### src/rtl/wps_pkg.sv
// Shared types and default geometry for the WPS frame serializer.
package wps_pkg;

  // Default datapath geometry
  localparam int IN_W_DEF       = 256;
  localparam int OUT_W_DEF      = 32;
  localparam int FIFO_DEPTH_DEF = 4;

  // Derived constants for the default geometry
  localparam int BEATS_PER_WORD = IN_W_DEF / OUT_W_DEF;
  localparam int BYTES_PER_BEAT = OUT_W_DEF / 8;
  localparam int BYTES_PER_WORD = IN_W_DEF / 8;

  // Serializer control states
  typedef enum logic [1:0] {
    ST_IDLE,
    ST_LOAD,
    ST_SHIFT,
    ST_DONE
  } state_t;

endpackage

### src/rtl/wps_word_fifo.sv
// Small synchronous word FIFO. Read data comes straight from the storage
// flops at the read pointer, so the head word is valid whenever empty_o=0.
module wps_word_fifo
  import wps_pkg::*;
#(
  parameter int W     = IN_W_DEF,
  parameter int DEPTH = FIFO_DEPTH_DEF
) (
  input  logic         clk,
  input  logic         rst_n,
  input  logic         clr_i,
  input  logic         push_i,
  input  logic [W-1:0] data_i,
  input  logic         pop_i,
  output logic [W-1:0] data_o,
  output logic         full_o,
  output logic         empty_o
);

  localparam int AW = $clog2(DEPTH);
  localparam logic [AW:0] FULL_CNT = DEPTH[AW:0];

  logic [W-1:0]  mem_q [DEPTH];
  logic [AW-1:0] wr_ptr_q;
  logic [AW-1:0] rd_ptr_q;
  logic [AW:0]   count_q;
  logic          do_push;
  logic          do_pop;

  // A full FIFO still takes a word when the head leaves in the same cycle.
  assign do_pop  = pop_i && !empty_o;
  assign do_push = push_i && (!full_o || do_pop);

  assign full_o  = (count_q == FULL_CNT);
  assign empty_o = (count_q == '0);
  assign data_o  = mem_q[rd_ptr_q];

  // Pointer and occupancy bookkeeping; clear empties the FIFO like reset.
  always_ff @(posedge clk) begin
    if (!rst_n || clr_i) begin
      wr_ptr_q <= '0;
      rd_ptr_q <= '0;
      count_q  <= '0;
    end else begin
      if (do_push) wr_ptr_q <= wr_ptr_q + 1'b1;
      if (do_pop)  rd_ptr_q <= rd_ptr_q + 1'b1;
      case ({do_push, do_pop})
        2'b10:   count_q <= count_q + 1'b1;
        2'b01:   count_q <= count_q - 1'b1;
        default: count_q <= count_q;
      endcase
    end
  end

  // Word storage write port.
  // NOTE: storage is deliberately not reset; the pointers alone decide
  // what is valid, and leaving the array out of reset keeps it a plain RAM.
  always_ff @(posedge clk) begin
    if (do_push) mem_q[wr_ptr_q] <= data_i;
  end

endmodule

### src/rtl/wps_frame_serializer.sv
// Buffers wide words from the WPS controller and serializes them into
// narrow beats with start/end-of-frame markers, counting bytes per frame
// and frames per run, then pulses done_out when the run completes.
module wps_frame_serializer
  import wps_pkg::*;
#(
  parameter int IN_W       = IN_W_DEF,
  parameter int OUT_W      = OUT_W_DEF,
  parameter int FIFO_DEPTH = FIFO_DEPTH_DEF
) (
  input  logic             clk,
  input  logic             rst_n,
  input  logic             start_in,
  input  logic [19:0]      frame_byte_in,
  input  logic [31:0]      frame_num_in,
  input  logic [IN_W-1:0]  in_data,
  input  logic             in_valid,
  output logic             in_ready,
  output logic [OUT_W-1:0] out_data,
  output logic             out_valid,
  input  logic             out_ready,
  output logic             out_sof,
  output logic             out_eof,
  output logic             busy_out,
  output logic             done_out,
  output logic             cfg_err_out
);

  localparam int N_BEATS    = IN_W / OUT_W;
  localparam int BEAT_BYTES = OUT_W / 8;
  localparam int WORD_BYTES = IN_W / 8;
  localparam int SLICE_W    = (N_BEATS > 1) ? $clog2(N_BEATS) : 1;
  localparam logic [SLICE_W-1:0] LAST_SLICE = SLICE_W'(N_BEATS - 1);

  state_t              state_q;
  logic [IN_W-1:0]     word_q;
  logic [SLICE_W-1:0]  slice_q;
  logic [19:0]         byte_cnt_q;
  logic [31:0]         frame_cnt_q;
  logic [19:0]         frame_byte_q;
  logic [31:0]         frame_num_q;
  logic                sof_q;
  logic                busy_q;
  logic                done_q;
  logic                cfg_err_q;

  logic                fifo_full;
  logic                fifo_empty;
  logic                fifo_push;
  logic                fifo_pop;
  logic                fifo_clr;
  logic [IN_W-1:0]     fifo_rd_data;

  logic                xfer;
  logic                last_slice;
  logic                beat_eof;
  logic                last_frame;
  logic                cfg_ok;

  assign cfg_ok     = (frame_byte_in != '0) &&
                      ((frame_byte_in % 20'(WORD_BYTES)) == '0) &&
                      (frame_num_in != '0);
  assign xfer       = out_valid && out_ready;
  assign last_slice = (slice_q == LAST_SLICE);
  assign beat_eof   = ((byte_cnt_q + 20'(BEAT_BYTES)) == frame_byte_q);
  assign last_frame = beat_eof && ((frame_cnt_q + 32'd1) == frame_num_q);

  // Leftover words from a previous run are flushed by an accepted start.
  assign fifo_clr   = (state_q == ST_IDLE) && start_in && cfg_ok;
  assign fifo_push  = in_valid && in_ready;
  assign in_ready   = rst_n && busy_q && !fifo_full;

  assign out_valid   = (state_q == ST_SHIFT);
  assign out_data    = word_q[OUT_W-1:0];
  assign out_sof     = out_valid && sof_q;
  assign out_eof     = out_valid && beat_eof;
  assign busy_out    = busy_q;
  assign done_out    = done_q;
  assign cfg_err_out = cfg_err_q;

  // Pop a word when LOAD finds data, or when the last slice of a word
  // leaves mid-run so the next word follows without a bubble.
  always_comb begin
    // NOTE: default first so every path assigns fifo_pop and no latch forms.
    fifo_pop = 1'b0;
    case (state_q)
      ST_LOAD:  fifo_pop = !fifo_empty;
      ST_SHIFT: fifo_pop = xfer && last_slice && !last_frame && !fifo_empty;
      default:  fifo_pop = 1'b0;
    endcase
  end

  wps_word_fifo #(
    .W     (IN_W),
    .DEPTH (FIFO_DEPTH)
  ) u_fifo (
    .clk     (clk),
    .rst_n   (rst_n),
    .clr_i   (fifo_clr),
    .push_i  (fifo_push),
    .data_i  (in_data),
    .pop_i   (fifo_pop),
    .data_o  (fifo_rd_data),
    .full_o  (fifo_full),
    .empty_o (fifo_empty)
  );

  // Run control FSM: configuration, word loading, beat shifting and counting.
  // NOTE: non-blocking assignments only, so every register samples pre-edge values.
  always_ff @(posedge clk) begin
    if (!rst_n) begin
      state_q      <= ST_IDLE;
      word_q       <= '0;
      slice_q      <= '0;
      byte_cnt_q   <= '0;
      frame_cnt_q  <= '0;
      frame_byte_q <= '0;
      frame_num_q  <= '0;
      sof_q        <= 1'b0;
      busy_q       <= 1'b0;
      done_q       <= 1'b0;
      cfg_err_q    <= 1'b0;
    end else begin
      done_q <= 1'b0;
      case (state_q)
        ST_IDLE: begin
          if (start_in) begin
            if (cfg_ok) begin
              cfg_err_q    <= 1'b0;
              frame_byte_q <= frame_byte_in;
              frame_num_q  <= frame_num_in;
              byte_cnt_q   <= '0;
              frame_cnt_q  <= '0;
              slice_q      <= '0;
              sof_q        <= 1'b1;
              busy_q       <= 1'b1;
              state_q      <= ST_LOAD;
            end else begin
              cfg_err_q <= 1'b1;
            end
          end
        end
        ST_LOAD: begin
          if (!fifo_empty) begin
            word_q  <= fifo_rd_data;
            slice_q <= '0;
            state_q <= ST_SHIFT;
          end
        end
        ST_SHIFT: begin
          if (xfer) begin
            if (beat_eof) begin
              byte_cnt_q  <= '0;
              frame_cnt_q <= frame_cnt_q + 32'd1;
              sof_q       <= 1'b1;
            end else begin
              byte_cnt_q <= byte_cnt_q + 20'(BEAT_BYTES);
              sof_q      <= 1'b0;
            end
            if (last_frame) begin
              done_q  <= 1'b1;
              busy_q  <= 1'b0;
              state_q <= ST_DONE;
            end else if (last_slice) begin
              slice_q <= '0;
              if (!fifo_empty) word_q  <= fifo_rd_data;
              else             state_q <= ST_LOAD;
            end else begin
              slice_q <= slice_q + 1'b1;
              word_q  <= word_q >> OUT_W;
            end
          end
        end
        ST_DONE: state_q <= ST_IDLE;
        default: state_q <= ST_IDLE;
      endcase
    end
  end

endmodule
### config.mk
export PLATFORM = sky130hd
export DESIGN_NAME = wps_frame_serializer
export DESIGN_NICKNAME = d
export VERILOG_FILES = /design/src/rtl/wps_pkg.sv /design/src/rtl/wps_word_fifo.sv /design/src/rtl/wps_frame_serializer.sv
export SDC_FILE = /design/constraint.sdc
export NUM_CORES = 2
export LEC_CHECK = 0
export ABC_AREA = 1
export CORE_MARGIN = 1.5
export CORE_UTILIZATION = 60
export CTS_CLUSTER_DIAMETER = 60
export CTS_CLUSTER_SIZE = 14
export DETAILED_ROUTE_END_ITERATION = 7
export HOLD_SLACK_MARGIN = 0.15
export MAX_ROUTING_LAYER = met4
export PLACE_DENSITY = 0.91
export SETUP_SLACK_MARGIN = 0.4
export SYNTH_ARGS = -nofsm -noshare
export SYNTH_HDL_FRONTEND = slang
export SYNTH_HIERARCHICAL = 1
export SYNTH_SLANG_ARGS = --single-unit
### constraint.sdc
create_clock -name clk -period 40.7 [get_ports clk]
set_clock_uncertainty 0.05 [all_clocks]
set_input_delay 8.14 -clock clk [delete_from_list [all_inputs] [get_ports clk]]
set_output_delay 8.14 -clock clk [all_outputs]
set_load 0.05 [all_outputs]
== Yosys cells after proc, flatten, opt, wreduce, memory -nomap -nowiden ==
Memories as Yosys holds them, arrays and structs flattened. A register that Yosys moved wholly into a read port is not among the register bits.
Cells that the tools add are included.

* $add $sub $neg: 7
* Equal/unequal tests: 18
* Mux-type cells: 46
* Reduce and logical (&&, ||, !) cells: 40

{| class="wikitable"
|+ Operators by type and width
! cell !! number
|-
| $mux 256 || 4
|-
| $pmux 256 s2 || 1
|-
| $mux 32 || 4
|-
| $mux 20 || 4
|-
| $pmux 32 s2 || 1
|-
| $pmux 20 s2 || 1
|-
| $add 32x1->32 const B || 1
|-
| $eq 32x32->1 || 1
|-
| $reduce_bool 32->1 || 1
|-
| $add 20x3->20 const B || 1
|-
| $eq 20x20->1 || 1
|-
| $logic_not 20->1 || 1
|-
| $reduce_bool 20->1 || 1
|-
| $mux 2 || 9
|-
| $mux 3 || 6
|-
| $logic_and 1x1->1 || 16
|-
| $reduce_and 6->1 || 2
|-
| $mux 1 || 10
|-
| $reduce_and 5->1 || 2
|-
| $pmux 3 s3 || 1
|-
| $reduce_and 3->1 || 3
|-
| $ne 2x2->1 const B || 4
|-
| $pmux 2 s4 || 1
|-
| $add 3x1->3 const B || 2
|-
| other kinds (17) || 33
|}

* Register bits after elaboration: 376
* Bits in writable memories: 1,024
* Input port bits: 313
* Output and inout bits: 39
* Word-level logic and storage cells: 126
* Memories: 1

{| class="wikitable"
|+ Memories
! name !! words !! width !! rd ports !! clocked after Yosys merged registers in !! write ports !! RTL line !! source
|-
| u_fifo.mem_q || 4 || 256 || 1 || 1 || 1 || wps_word_fifo.sv:23 || <nowiki>logic [W-1:0] mem_q [DEPTH];</nowiki>
|}

== Logic depth before layout (Yosys ltp) ==
* Depth in word-level cells: 12
* Gate-level depth with buffers: 30
* Gate-level depth less buffers: 30

== Cells and area by module ==
Netlist, hierarchy kept.

{| class="wikitable"
|+ Modules (own cells, without submodules)
! module !! instances !! cells each !! area each (sq um) !! seq. area each (sq um)
|-
| wps_word_fifo || 1 || 2,552 || 38,316.7 || 30,929.7
|-
| wps_frame_serializer || 1 || 3,861 || 22,113.7 || 7,347.0
|}

== Worst setup path before layout ==
Ideal clock, no wire load.

* Path type: input to register
* Start: input port rst_n
* End: memory u_fifo/mem_q[0][0] (netlist bit) (enable)
* Setup time: 0.879 ns
* Arrival time: 19.894 ns
* Data required time: 39.771 ns
* Path slack: 19.877 ns
* Stages on the path: 6
* Path buffers: 2
* Path through: clkbuf_1 clkbuf_1 nand2_1 nor3b_1 nand2_1 nor2_1

* Longest elaborated chain between the ends: 6

{| class="wikitable"
|+ RTL lines
! what !! RTL line !! source
|-
| start: declaration || wps_frame_serializer.sv:12 || <nowiki>input logic rst_n,</nowiki>
|-
| $logic_and 1x1->1 (2 in series) || wps_frame_serializer.sv:71 || <nowiki>assign in_ready = rst_n && busy_q && !fifo_full;</nowiki>
|-
| $logic_and 1x1->1 || wps_frame_serializer.sv:70 || <nowiki>assign fifo_push = in_valid && in_ready;</nowiki>
|-
| net fifo_push || wps_frame_serializer.sv:49 || <nowiki>logic fifo_push;</nowiki>
|-
| $logic_and 1x1->1 || wps_word_fifo.sv:32 || <nowiki>assign do_push = push_i && (!full_o || do_pop);</nowiki>
|-
| $mux 1 || wps_word_fifo.sv:59 || <nowiki>if (do_push) mem_q[wr_ptr_q] <= data_i;</nowiki>
|-
| $mux 1 (not written as such) || wps_word_fifo.sv:59 ||
|-
| end: declaration || wps_word_fifo.sv:23 ||
|}

The timed path passes the listed nets, and every way through them passes these cells.

== Final worst setup path ==
* Start: input port rst_n
* End: output port in_ready

* Longest elaborated chain between the ends: 2

{| class="wikitable"
|+ RTL lines
! what !! RTL line !! source
|-
| $logic_and 1x1->1 (2 in series) || wps_frame_serializer.sv:71 ||
|-
| end: declaration || wps_frame_serializer.sv:18 || <nowiki>output logic in_ready,</nowiki>
|}

Every way passes these cells.

==> flow_metrics.tcl <==
set metrics [dict create \
    ys_seq_area_share_pct 63.3 \
    p_leak_nw 25.9 \
    hold_violations 0 \
    grt-ovfl-total 0 \
    die_w_um 320 \
    clock_latency_ns 0.73 \
    first_pass_iters 8 \
    syn_to_final_growth_pct 11.8 \
    route.vias.total 47200 \
    min_path_type "reg2reg" \
    swShare_pct 29.3 \
    seqPwrFrac_pct 50.0 \
    path_class "in2out" \
    syn-cell-area_mm2 0.0604 \
    worst_pin_slew_ns 1.21 \
    switchingPower_mw 1.01 \
    p_clk_share_pct 31.6 \
    seqCellArea_mm2 0.0383 \
    setup_ws_ns 22.52 \
    p_int_mw 2.43 \
    via_per_inst 5.95 \
    grt_pass1_wl_um 246000 \
    dp_hpwl_um 97800 \
    crit_chain "buf_8, nand2_1, nor2_1, clkdlybuf4s50_1" \
    drt_iter0_markers 6985 \
    dp.cells 7673 \
    synth.net_count 6740 \
    final_util_pct 67.5 \
    p_comb_share_pct 18.3 \
    cpLargestDelayFamily "buffers and inverters" \
    route.detailed.drc 0 \
    place.gp.congestion 0.929 \
    cts.sink_count 1400 \
    avgSynthCellArea_um2 9.42 \
    fmax_ghz 0.0550 \
    nNetsFinal 6821 \
    cts_buffers 117 \
    pin_count 352 \
    cts_tree "done" \
    crit_buf_inv 2 \
    crit_required_ns 32.51 \
    slowest_delay_ns 0.82 \
    yosysWarnings 6 \
    dp_slack_ns 22.51 \
    cts_hold_buf 0 \
    cp_max_fo 152 \
    cts_setup_buffers 0 \
    slew_violations 0 \
    p_per_area_mw_per_mm2 50.9 \
    path_clk_slew_ns 0.06 \
    setup_viol 0 \
    relSlewSlack_pct 19.3 \
    start_util_pct 60.4 \
    htreeDepth 3 \
    finalNonFillerCells 7935 \
    multi_input_area_mm2 0.0185 \
    antenna_found_initial 38 \
    wl_um 162000 \
    start_kind "primary input" \
    syn_inst 6413 \
    worst_ep_arrival_time_ns 9.99 \
    irDropWorstVdd_v 0.0000428 \
    rsz0062_at_grt "no" \
    die_area_mm2 0.103 \
    finalCritPeriodShare_pct 44.7 \
    rows 116 \
    grt_usage_pct 31.9 \
    grt_pass1_vias 44200 \
    fin_setup_tns_ns 0 \
    clock_path_buffers 3 \
    cts_root_buffer "clkbuf_16" \
    fin_hold_ws_ns 0.402 \
    fillers 6901 \
    outcome "completed" \
    wl_per_cell_um 20.5 \
    end_kind "output pin" \
    grt_max_degree 320 \
    period_minus_slack_ns 18.18 \
    fp.coreArea_mm2 0.100 \
    io_buffers 351 \
    post_cts_resized 0 \
    cap_violations 0 \
    synth.distinct_cells 40 \
    ys_ff_latch 1400 \
    slowest_stage "clkdlybuf4s50_1" \
    die_h_um 320 \
    antenna_left 0 \
    drive_above_1_share_pct 3.38 \
]
==> cells by family after synthesis <==
group	Yosys count	synth area share [%]
adder cells (fa/ha/maj)	14	0.302
XOR/XNOR	11	0.228
flip-flops	1400	63.3
AND/OR/NAND/NOR	2722	17.5
buffers and inverters	818	6.07
AO/OA/AOI/OAI	1448	12.6
==> sequential cells by signal (all words and copies together), names as in the netlist, 3 cells and up, named ones only <==
signal	cells
u_fifo/mem_q	1024
word_q	256
frame_cnt_q	32
frame_num_q	32
frame_byte_q	20
byte_cnt_q	18
slice_q	3
u_fifo/count_q	3
==> metrics by stage <==
stage	power (mW)	cell area, um^2
final	3.44	67500
after global routing	3.59	67500
after CTS	3.43	67400
after detailed placement	2.35	63800
after global placement	2.31	63800
after floorplan	2.19	60400
==> cell usage after synthesis (all sizes together) <==
cell	number	area share (%)
a211oi	6	0.075
a21oi	117	0.97
a41oi	1	0.014
and2	1	0.010
buf	206	2.3
clkbuf	222	1.4
clkinv	2	0.012
dfxtp	376	12
edfxtp	1024	51
fa	1	0.033
ha	13	0.27
inv	388	2.4
nand2	1345	8.4
nand3	141	1.2
nand3b	2	0.025
nand4	17	0.18
nor2	1190	7.5
nor3	11	0.091
nor3b	1	0.012
nor4	10	0.10
o21ai	1065	8.8
o21bai	2	0.025
o22ai	256	2.7
o32ai	1	0.014
or2	4	0.041
xnor2	4	0.058
xnor3	3	0.11
xor2	4	0.058
==> cells in the final DEF, fill, tap and decap left out, drive strengths merged, types with 6 or more instances in the layout <==
cell type	n
nand2	1345
nor2	1190
o21ai	1065
edfxtp	1024
inv	398
dfxtp	376
clkdlybuf4s50	350
o22ai	256
clkbuf	203
nand3	141
a21oi	117
buf	40
diode	38
nand4	17
ha	13
nor3	11
nor4	10
clkinv	9
a211oi	6
==> power by group through the flow <==
stage | combinational (mW) | clock (mW) | sequential [mW]
after detailed placement | 0.609 | 0 | 1.74
after floorplan | 0.481 | 0 | 1.71
after CTS | 0.621 | 1.09 | 1.71
after global placement | 0.572 | 0 | 1.74
final | 0.630 | 1.09 | 1.72
after global routing | 0.718 | 1.15 | 1.73
==> worst paths after layout <==
check,start,to,slack [ns],depth (start not counted)
worst max-delay path,rst_n,in_ready,22.52,4
worst min register to register,frame_byte_q[0],frame_byte_q[0],0.40,2
worst max register to register,frame_cnt_q[0],u_fifo/mem_q[3][119],33.51,22
worst min-delay path,frame_byte_q[0],frame_byte_q[0],0.40,2
==> worst register-to-register path: stages (launching register included) <==
cell     delay, ns
dfxtp_1       0.41
ha_1          0.22
nand2_1       0.16
nor2_4        0.21
nand2_1       0.11
nor2_2        0.36
nand2_1       0.13
nand2_1       0.11
nand3_1       0.13
nand4_1       0.13
nor2_1        0.07
nand2_1       0.06
nor2_1        0.06
nand3_1       0.24
nand4_1       0.16
a21oi_1       0.29
inv_1         0.08
nand3_1       0.17
nand2_1       0.29
nor2_4        0.72
buf_4         0.82
buf_4         0.91
buf_4         0.85
==> layer usage <==
| layer | vias to the layer above | global-route usage, % | wire (um) |
|---|---|---|---|
| met5 | - | - | 0 |
| met4 | 0 | 15.1 | 8070 |
| met3 | 442 | 5.81 | 16800 |
| met2 | 2784 | 49.9 | 76800 |
| met1 | 22200 | 40.4 | 60900 |
| li1 | 21800 | - | - |
==> area by class of cell <==
type                            instances  area share [%]
Clock buffer                          203            4.96
Inverter                              390            2.21
Tap cell                             1298            2.40
Antenna cell                           38           0.141
Timing Repair Buffer                  390            5.75
Clock inverter                         21           0.396
Sequential cell                      1400            56.7
Multi-Input combinational cell       4195            27.4
Power figures use the tool's default switching activity.
